**src/rtl/spi_pkg.sv**
```systemverilog
// Shared SPI constants used by spi_target and spi_controller.
// Keeps CRC polynomial and idle byte matched on both ends of the link.
package spi_pkg;

  localparam logic [15:0] CRC16_POLY    = 16'h1021;
  localparam logic [15:0] CRC16_INIT    = 16'h0000;
  localparam logic [7:0]  IDLE_BYTE_DEF = 8'hFF;

endpackage

```
**src/rtl/crc16_bit.sv**
```systemverilog
// Single-bit CRC16-CCITT step, MSB first, no reflection.
// Shared by the SPI target and controller.
module crc16_bit
  import spi_pkg::*;
(
  input  logic [15:0] crc_i,
  input  logic        bit_i,
  output logic [15:0] crc_o
);

  logic fb;

  assign fb    = crc_i[15] ^ bit_i;
  assign crc_o = {crc_i[14:0], 1'b0} ^ (fb ? CRC16_POLY : 16'h0000);

endmodule

```
**src/rtl/spi_target.sv**
```systemverilog
// SPI mode-0 target, oversampled by clk, with one-entry tx holding
// register, sticky underrun flag and running CRC16 on received bits.
module spi_target
  import spi_pkg::*;
#(
  parameter int         SYNC_STAGES = 2,
  parameter logic [7:0] IDLE_BYTE   = IDLE_BYTE_DEF
) (
  input  logic        clk,
  input  logic        _reset,
  input  logic        sclk,
  input  logic        mosi,
  input  logic        _ss,
  output logic        miso,
  output logic        miso_oe,
  output logic [7:0]  rx_data,
  output logic        rx_valid,
  input  logic [7:0]  tx_data,
  input  logic        tx_valid,
  output logic        tx_ready,
  input  logic        crc_clr,
  output logic [15:0] crc,
  output logic        tx_underrun,
  input  logic        underrun_clr
);

  logic [SYNC_STAGES-1:0] sclk_sync_q;
  logic [SYNC_STAGES-1:0] mosi_sync_q;
  logic [SYNC_STAGES-1:0] ss_sync_q;
  logic                   sclk_prev_q;
  logic                   ss_prev_q;

  logic sclk_s;
  logic mosi_s;
  logic ss_s;
  logic sel;
  logic rise;
  logic fall;
  logic ss_fall;
  logic ss_rise;
  logic load;

  logic [2:0]  bitcnt_q,  bitcnt_d;
  logic [6:0]  rx_sr_q,   rx_sr_d;
  logic [7:0]  rx_data_q, rx_data_d;
  logic        rx_vld_q,  rx_vld_d;
  logic [15:0] crc_q,     crc_d;
  logic [15:0] crc_nxt;
  logic [7:0]  tx_sr_q,   tx_sr_d;
  logic [7:0]  hold_q,    hold_d;
  logic        full_q,    full_d;
  logic        unr_q,     unr_d;

  always_ff @(posedge clk) begin
    if (!_reset) begin
      sclk_sync_q <= '0;
      mosi_sync_q <= '0;
      ss_sync_q   <= '1;
      sclk_prev_q <= 1'b0;
      ss_prev_q   <= 1'b1;
    end else begin
      sclk_sync_q[0] <= sclk;
      mosi_sync_q[0] <= mosi;
      ss_sync_q[0]   <= _ss;
      for (int i = 1; i < SYNC_STAGES; i++) begin
        sclk_sync_q[i] <= sclk_sync_q[i-1];
        mosi_sync_q[i] <= mosi_sync_q[i-1];
        ss_sync_q[i]   <= ss_sync_q[i-1];
      end
      sclk_prev_q <= sclk_s;
      ss_prev_q   <= ss_s;
    end
  end

  assign sclk_s  = sclk_sync_q[SYNC_STAGES-1];
  assign mosi_s  = mosi_sync_q[SYNC_STAGES-1];
  assign ss_s    = ss_sync_q[SYNC_STAGES-1];
  assign sel     = ~ss_s;
  assign rise    = sel & sclk_s & ~sclk_prev_q;
  assign fall    = sel & ~sclk_s & sclk_prev_q;
  assign ss_fall = ss_prev_q & ~ss_s;
  assign ss_rise = ~ss_prev_q & ss_s;
  // Next byte goes out at select and at each byte boundary.
  assign load    = ss_fall | (fall & (bitcnt_q == 3'd0));

  crc16_bit u_crc (
    .crc_i (crc_q),
    .bit_i (mosi_s),
    .crc_o (crc_nxt)
  );

  always_comb begin
    bitcnt_d  = bitcnt_q;
    rx_sr_d   = rx_sr_q;
    rx_data_d = rx_data_q;
    rx_vld_d  = 1'b0;
    crc_d     = crc_q;
    tx_sr_d   = tx_sr_q;
    hold_d    = hold_q;
    full_d    = full_q;
    unr_d     = unr_q;

    if (rise) begin
      rx_sr_d  = {rx_sr_q[5:0], mosi_s};
      bitcnt_d = bitcnt_q + 3'd1;
      crc_d    = crc_nxt;
      if (bitcnt_q == 3'd7) begin
        rx_data_d = {rx_sr_q, mosi_s};
        rx_vld_d  = 1'b1;
      end
    end
    if (ss_rise) bitcnt_d = 3'd0;
    if (crc_clr) crc_d = CRC16_INIT;

    if (load) begin
      if (full_q) begin
        tx_sr_d = hold_q;
        full_d  = 1'b0;
      end else begin
        tx_sr_d = IDLE_BYTE;
        unr_d   = 1'b1;
      end
    end else if (fall) begin
      tx_sr_d = {tx_sr_q[6:0], 1'b0};
    end

    // Offer is gated by the registered ready, so a same-cycle load
    // of an empty holder and a new accept both land.
    if (tx_valid && !full_q) begin
      hold_d = tx_data;
      full_d = 1'b1;
    end
    if (underrun_clr) unr_d = 1'b0;
  end

  always_ff @(posedge clk) begin
    if (!_reset) begin
      bitcnt_q  <= 3'd0;
      rx_sr_q   <= '0;
      rx_data_q <= '0;
      rx_vld_q  <= 1'b0;
      crc_q     <= CRC16_INIT;
      tx_sr_q   <= IDLE_BYTE;
      hold_q    <= '0;
      full_q    <= 1'b0;
      unr_q     <= 1'b0;
    end else begin
      bitcnt_q  <= bitcnt_d;
      rx_sr_q   <= rx_sr_d;
      rx_data_q <= rx_data_d;
      rx_vld_q  <= rx_vld_d;
      crc_q     <= crc_d;
      tx_sr_q   <= tx_sr_d;
      hold_q    <= hold_d;
      full_q    <= full_d;
      unr_q     <= unr_d;
    end
  end

  assign miso        = sel ? tx_sr_q[7] : 1'b1;
  assign miso_oe     = sel;
  assign rx_data     = rx_data_q;
  assign rx_valid    = rx_vld_q;
  assign tx_ready    = ~full_q;
  assign crc         = crc_q;
  assign tx_underrun = unr_q;

endmodule
```
**config.mk**
```make
export PLATFORM = sky130hd
export DESIGN_NAME = spi_target
export DESIGN_NICKNAME = d
export VERILOG_FILES = /design/src/rtl/spi_pkg.sv /design/src/rtl/crc16_bit.sv /design/src/rtl/spi_target.sv
export SDC_FILE = /design/constraint.sdc
export NUM_CORES = 1
export LEC_CHECK = 0
export ABC_AREA = 1
export CAP_MARGIN = 20
export CORE_MARGIN = 5
export CORE_UTILIZATION = 45
export CTS_CLUSTER_DIAMETER = 150
export CTS_CLUSTER_SIZE = 12
export DETAILED_ROUTE_END_ITERATION = 12
export PLACE_DENSITY = 0.7
export SLEW_MARGIN = 20
export SYNTH_ARGS = -nofsm -noshare
export SYNTH_HDL_FRONTEND = slang
export SYNTH_SLANG_ARGS = --single-unit
```
**constraint.sdc**
```tcl
create_clock -name clk -period 2.45 [get_ports clk]
set_input_delay 0.3675 -clock clk [delete_from_list [all_inputs] [get_ports clk]]
set_output_delay 0.3675 -clock clk [all_outputs]
set_load 0.01 [all_outputs]
```
==> impl_metrics.env, run 1 <==
export IMPL_worstSetupPathType="reg2out"
export IMPL_diodes=0
export IMPL_area_growth_pct=22.4
export IMPL_startpoint_type="flip-flop"
export IMPL_period_needed_ns=1.86
export IMPL_post_cts_buffers=0
export IMPL_cap_violations=0
export IMPL_fin_util_pct=56.0
export IMPL_crit_slowest_cell="clkdlybuf4s50_1"
export IMPL_die_h_um=84.3
export IMPL_rsz0062_at_grt="false"
export IMPL_crit_family="buffers and inverters"
export IMPL_clk_pin_slew_worst_paths_ns=0.07
export IMPL_drt_pass1_iter_count=4
export IMPL_drc_errors=0
export IMPL_clockPowerShare_pct=45.3
export IMPL_synth_top_area_share_pct=49.1
export IMPL_syn_avg_cell_area_sq_um=7.75
export IMPL_insertion_delay_ns=0.34
export IMPL_path_max_fanout=11
export IMPL_ctsResizeCount=0
export IMPL_die_area_sq_um=7110
export IMPL_die_w_um=84.3
export IMPL_hold_viol=0
export IMPL_leakage_nw=1.29
export IMPL_initial_core_util_pct=45.7
export IMPL_num_vias=1984
export IMPL_setup_viol=0
export IMPL_ctsLongestPathBuffers=2
export IMPL_finalPower_mw=2.12
export IMPL_fmax_mhz=537
export IMPL_cts_buffers=9
export IMPL_wire_per_inst_um=11.4
export IMPL_cts_hold_fix_buffers=0
export IMPL_p_comb_share_pct=5.8
export IMPL_skew_ns=0.00645
export IMPL_num_rows=27
export IMPL_drive_gt1_share_pct=8.96
export IMPL_post_synth_instance_area_sq_um=2490
export IMPL_path_buf_inv=2
export IMPL_power_density_nw_per_um2=695
export IMPL_finalCritPeriodShare_pct=76.1
export IMPL_clock_sinks=61
export IMPL_grt_remaining_overflow=0
export IMPL_post_route_cell_area_sq_um=3050
export IMPL_antenna_found_initial=0
export IMPL_synth_seq_cells=61
export IMPL_synth_area_leaders="dfxtp_1 (49%), a21oi_1 (8.2%), nand2_1 (7.7%)"
export IMPL_place_congestion=0.770
export IMPL_cp_required_ns=2.08
export IMPL_p_int_mw=1.64
export IMPL_first_global_vias=1854
export IMPL_p_sw_uw=476
export IMPL_status="completed"
export IMPL_io_buffers=44
export IMPL_ys_types=23
export IMPL_root_buffer="clkbuf_8"
export IMPL_relSlewSlack_pct=69.4
export IMPL_critical_path_max_stage_delay_ns=0.60
export IMPL_finalSetupTns_ns=0
export IMPL_ys_warn_count=0
export IMPL_track_usage_pct=15.0
export IMPL_placed_area_sq_um=2830
export IMPL_critical_path_arrival_ns=1.50
export IMPL_h_tree_depth=3
export IMPL_path_cells="inv_1, clkdlybuf4s50_1"
export IMPL_p_sw_share_pct=22.5
export IMPL_nets=371
export IMPL_wl_um=4910
export IMPL_grt_pass1_wl_um=8420
export IMPL_ys_seq_area_share_pct=49.1
export IMPL_synth_area_leader_cell="dfxtp_1"
export IMPL_synthCells=321
export IMPL_ant_nets=0
export IMPL_power_frac_seq_pct=48.9
export IMPL_synth_nets=340
export IMPL_finalMaxSlewViolations=0
export IMPL_cts_tree="yes"
export IMPL_hpwl_um=3420
export IMPL_ios=45
export IMPL_cp_end_kind="primary output"
export IMPL_grt_max_degree=32
export IMPL_vias_per_cell=4.62
export IMPL_vdd_drop_max_mv=0.413
export IMPL_first_iter_violations=108
export IMPL_min_path_type="reg2reg"
export IMPL_core_area_sq_um=5440
export IMPL_tightest_slew_ns=0.458
-- worst paths after layout --
kind                                startpoint              to  slack (ns)  cells after the start
worst max-delay path                    full_q        tx_ready        0.59                      2
worst max register to register    ss_sync_q[1]      rx_data[6]        0.92                      6
worst min register to register  sclk_sync_q[0]  sclk_sync_q[1]        0.41                      2
worst min-delay path            sclk_sync_q[0]  sclk_sync_q[1]        0.41                      2
-- cell families after synthesis --
logic type	Yosys count	synth area share [%]
compound gates	74	15.5
fa+ha+maj	3	1.51
buf+inv	66	14.1
simple gates	117	19.8
flops	61	49.1
-- cells in the mapped netlist, drive strengths merged --
library cell   n
nand2         54
nand4          1
or2            4
a211oi         3
nor2          40
buf           25
o21ai         29
ha             3
dfxtp         61
o211ai         1
clkbuf         1
a21oi         41
nand3         18
inv           40
-- metal layers --
metal	GRT usage [%]	vias up	wire length, um
li1	-	1072	-
met1	19.6	865	2440
met2	21.4	37	2140
met3	5.89	10	229
met4	7.48	0	101
met5	0	-	0
-- cell usage in the layout (no fill, tap or decap) --
cell             instances
dfxtp_1                 61
nand2_1                 51
clkdlybuf4s50_1         44
a21oi_1                 41
nor2_1                  38
inv_1                   37
o21ai_0                 28
nand3_1                 17
clkbuf_8                 9
or2_2                    4
nand2_2                  3
inv_2                    3
ha_1                     3
clkinv_2                 3
nor2_2                   2
a211oi_1                 2
bufinv_16                2
clkinvlp_4               2
buf_4                    2
o211ai_1                 1
nand3_2                  1
nand4_1                  1
a211oi_2                 1
o21ai_1                  1
-- power groups by stage --
stage	clock network [mW]	logic, mW	registers (mW)
6_report	0.959	0.124	1.04
4_1_cts	0.971	0.125	1.04
3_5_place_dp	0	0.124	1.06
3_3_place_gp	0	0.124	1.06
5_1_grt	1.02	0.143	1.04
2_1_floorplan	0	0.0835	1.05
-- worst min-delay path, delay by kind of cell (launching register included) --
kind	cells	cell delay, ns
buffers and inverters	1	0.04
flip-flops	1	0.31
AND/OR/NAND/NOR	1	0.05
-- per-stage QoR --
| step | instances | hold slack, ns | worst slack [ns] |
|---|---|---|---|
| 2_1_floorplan | 321 | 0.390 | 1.26 |
| 3_3_place_gp | 413 | 0.395 | 0.638 |
| 3_5_place_dp | 413 | 0.402 | 0.608 |
| 4_1_cts | 429 | 0.417 | 0.569 |
| 5_1_grt | 429 | 0.426 | 0.486 |
| 6_report | 429 | 0.412 | 0.586 |
-- flip-flops by register name, summed over array words and instances, names as in the netlist --
register / flops
rx_valid: 1
sclk_sync_q: 2
rx_data: 8
full_q: 1
hold_q: 8
crc: 16
mosi_sync_q: 2
sclk_prev_q: 1
bitcnt_q: 3
tx_sr_q: 8
tx_underrun: 1
ss_prev_q: 1
rx_sr_q: 7
ss_sync_q: 2
-- final cells by class --
class,count,area [sq um]
clock buffers,9,124
repair buffers,46,455
multi-input cells,194,915
fillers,515,2390
well taps,72,90.1
inverters,40,150
flip-flops and latches,61,1220
clock inverters,7,90.1
Note: power is estimated with default switching activity, not from simulation.
==> inputs of run 2 (changes only) <==
- clock period: 2.45 -> 1.8 ns (I/O delays scaled with it)
==> impl_metrics.env, run 2 (synthesized netlist as in run 1, its figures left out) <==
export IMPL_vias_per_cell=4.63
export IMPL_crit_slowest_cell="clkdlybuf4s50_1"
export IMPL_num_vias=1991
export IMPL_die_h_um=84.3
export IMPL_cts_hold_fix_buffers=0
export IMPL_path_cells="or2_2, clkdlybuf4s50_1"
export IMPL_grt_busiest_layer="met2"
export IMPL_regToRegStartpoint="bitcnt_q[0]"
export IMPL_fmax_mhz=584
export IMPL_setup_viol=0
export IMPL_startpoint_type="flip-flop"
export IMPL_first_iter_violations=79
export IMPL_diodes=0
export IMPL_critical_path_arrival_ns=1.44
export IMPL_num_rows=27
export IMPL_final_cell_mix="dfxtp_1 (61), nand2_1 (51), clkdlybuf4s50_1 (44)"
export IMPL_insertion_delay_ns=0.33
export IMPL_finalSetupTns_ns=0
export IMPL_first_global_vias=1876
export IMPL_grt_remaining_overflow=0
export IMPL_path_max_fanout=4
export IMPL_ios=45
export IMPL_area_growth_pct=21.4
export IMPL_finalCritPeriodShare_pct=95.1
export IMPL_grt_max_degree=29
export IMPL_antenna_found_initial=0
export IMPL_nets=374
export IMPL_power_density_nw_per_um2=864
export IMPL_initial_core_util_pct=45.7
export IMPL_tightest_slew_ns=0.337
export IMPL_clk_pin_slew_worst_paths_ns=0.06
export IMPL_largest_reg_flops=16
export IMPL_io_buffers=44
export IMPL_gr_usage_met2_pct=22.4
export IMPL_worst_slack_ns=0.0874
export IMPL_core_area_sq_um=5440
export IMPL_min_delay_start="mosi_sync_q[0]"
export IMPL_use_met3_pct=3.83
export IMPL_cts_tree="yes"
export IMPL_worstSetupPathType="reg2out"
export IMPL_placed_area_sq_um=2850
export IMPL_finalMaxSlewViolations=0
export IMPL_drive_gt1_share_pct=9.22
export IMPL_ant_nets=0
export IMPL_critical_path_max_stage_delay_ns=0.48
export IMPL_hold_viol=0
export IMPL_fin_util_pct=55.5
export IMPL_rsz0062_at_grt="false"
export IMPL_wire_per_inst_um=11.3
export IMPL_post_route_cell_area_sq_um=3020
export IMPL_setup_worst_path_start="ss_sync_q[1]"
export IMPL_min_path_type="reg2reg"
export IMPL_leakage_nw=1.28
export IMPL_die_w_um=84.3
export IMPL_root_buffer="clkbuf_8"
export IMPL_fin_cells=430
export IMPL_dp_slack_ns=0.219
export IMPL_reg2reg_to="rx_data[2]"
export IMPL_skew_ns=0.00682
export IMPL_setup_worst_path_end="miso"
export IMPL_cp_end_kind="primary output"
export IMPL_track_usage_pct=14.7
export IMPL_hpwl_um=3440
export IMPL_drt_pass1_iter_count=4
export IMPL_h_tree_depth=3
export IMPL_cap_violations=0
export IMPL_drc_errors=0
export IMPL_period_needed_ns=1.71
export IMPL_hold_path_cell_count=2
export IMPL_vdd_drop_max_mv=0.520
export IMPL_status="completed"
export IMPL_ctsLongestPathBuffers=2
export IMPL_die_area_sq_um=7110
export IMPL_reg2regPathDepth=5
export IMPL_place_congestion=0.790
export IMPL_cts_buffers=9
export IMPL_relSlewSlack_pct=77.5
export IMPL_numPlacedInstances=416
export IMPL_clock_sinks=61
export IMPL_cp_required_ns=1.53
export IMPL_path_buf_inv=1
export IMPL_wl_um=4860
export IMPL_layout_commonest_cell="dfxtp_1"
export IMPL_crit_family="buffers and inverters"
export IMPL_grtUsageMet1_pct=19.1
export IMPL_rrSetupSlack_ns=0.38
export IMPL_grt_pass1_wl_um=8410
export IMPL_cp_depth=2
run 2: cell types whose count changed in the layout (fill, tap and decap cells not counted):
cell / delta
clkbuf_8: +2
clkinv_2: -1
bufinv_16: -2
clkinvlp_4: -2
clkbuf_1: +1
buf_4: +3
inv_1: -1
inv_2: +1
run 2: worst min-delay path: stages (launching register included):
cell and delay, ns:
dfxtp_1 0.30, nand2_1 0.04, inv_1 0.04
run 2: area by class of cell:
type	count	area, sq um
tap	72	90.1
clock inverter	2	10.0
fill	514	2420
timing repair buffer	49	478
sequential	61	1220
inverter	40	150
multi-input combinational	194	915
clock buffer	12	155
run 2: what timing repair did:
action | CTS | global route
resized for setup | 0 | 1
setup buffers | 0 | 0
setup endpoints to repair | 0 | 1
run 2: metrics by stage:
stage / hold slack [ns] / power, mW
5_1_grt: 0.439 / 2.74
6_report: 0.411 / 2.61
3_5_place_dp: 0.399 / 1.61
3_3_place_gp: 0.391 / 1.61
4_1_cts: 0.415 / 2.65
2_1_floorplan: 0.368 / 1.55
run 2: report_power, final:
group / internal, mW / switching, mW / leakage (nW) / total, mW
combinational: 0.0799 / 0.0923 / 0.697 / 0.172
clock: 0.555 / 0.472 / 0.0881 / 1.03
sequential: 1.39 / 0.0216 / 0.497 / 1.41
total: 2.02 / 0.586 / 1.28 / 2.61
run 2: worst min-delay path by stage:
stage | to | slack (ns)
floorplan | mosi_sync_q[0] | 0.37
global placement | mosi_sync_q[1] | 0.39
detailed placement | mosi_sync_q[1] | 0.40
CTS | mosi_sync_q[1] | 0.41
global route | mosi_sync_q[1] | 0.44
finish | mosi_sync_q[1] | 0.41
run 2: metal layers:
layer	part of all wire, %	routed length (um)
met2	44	2160
met3	3.2	154
met5	0	0
met4	2.3	110
met1	50	2440
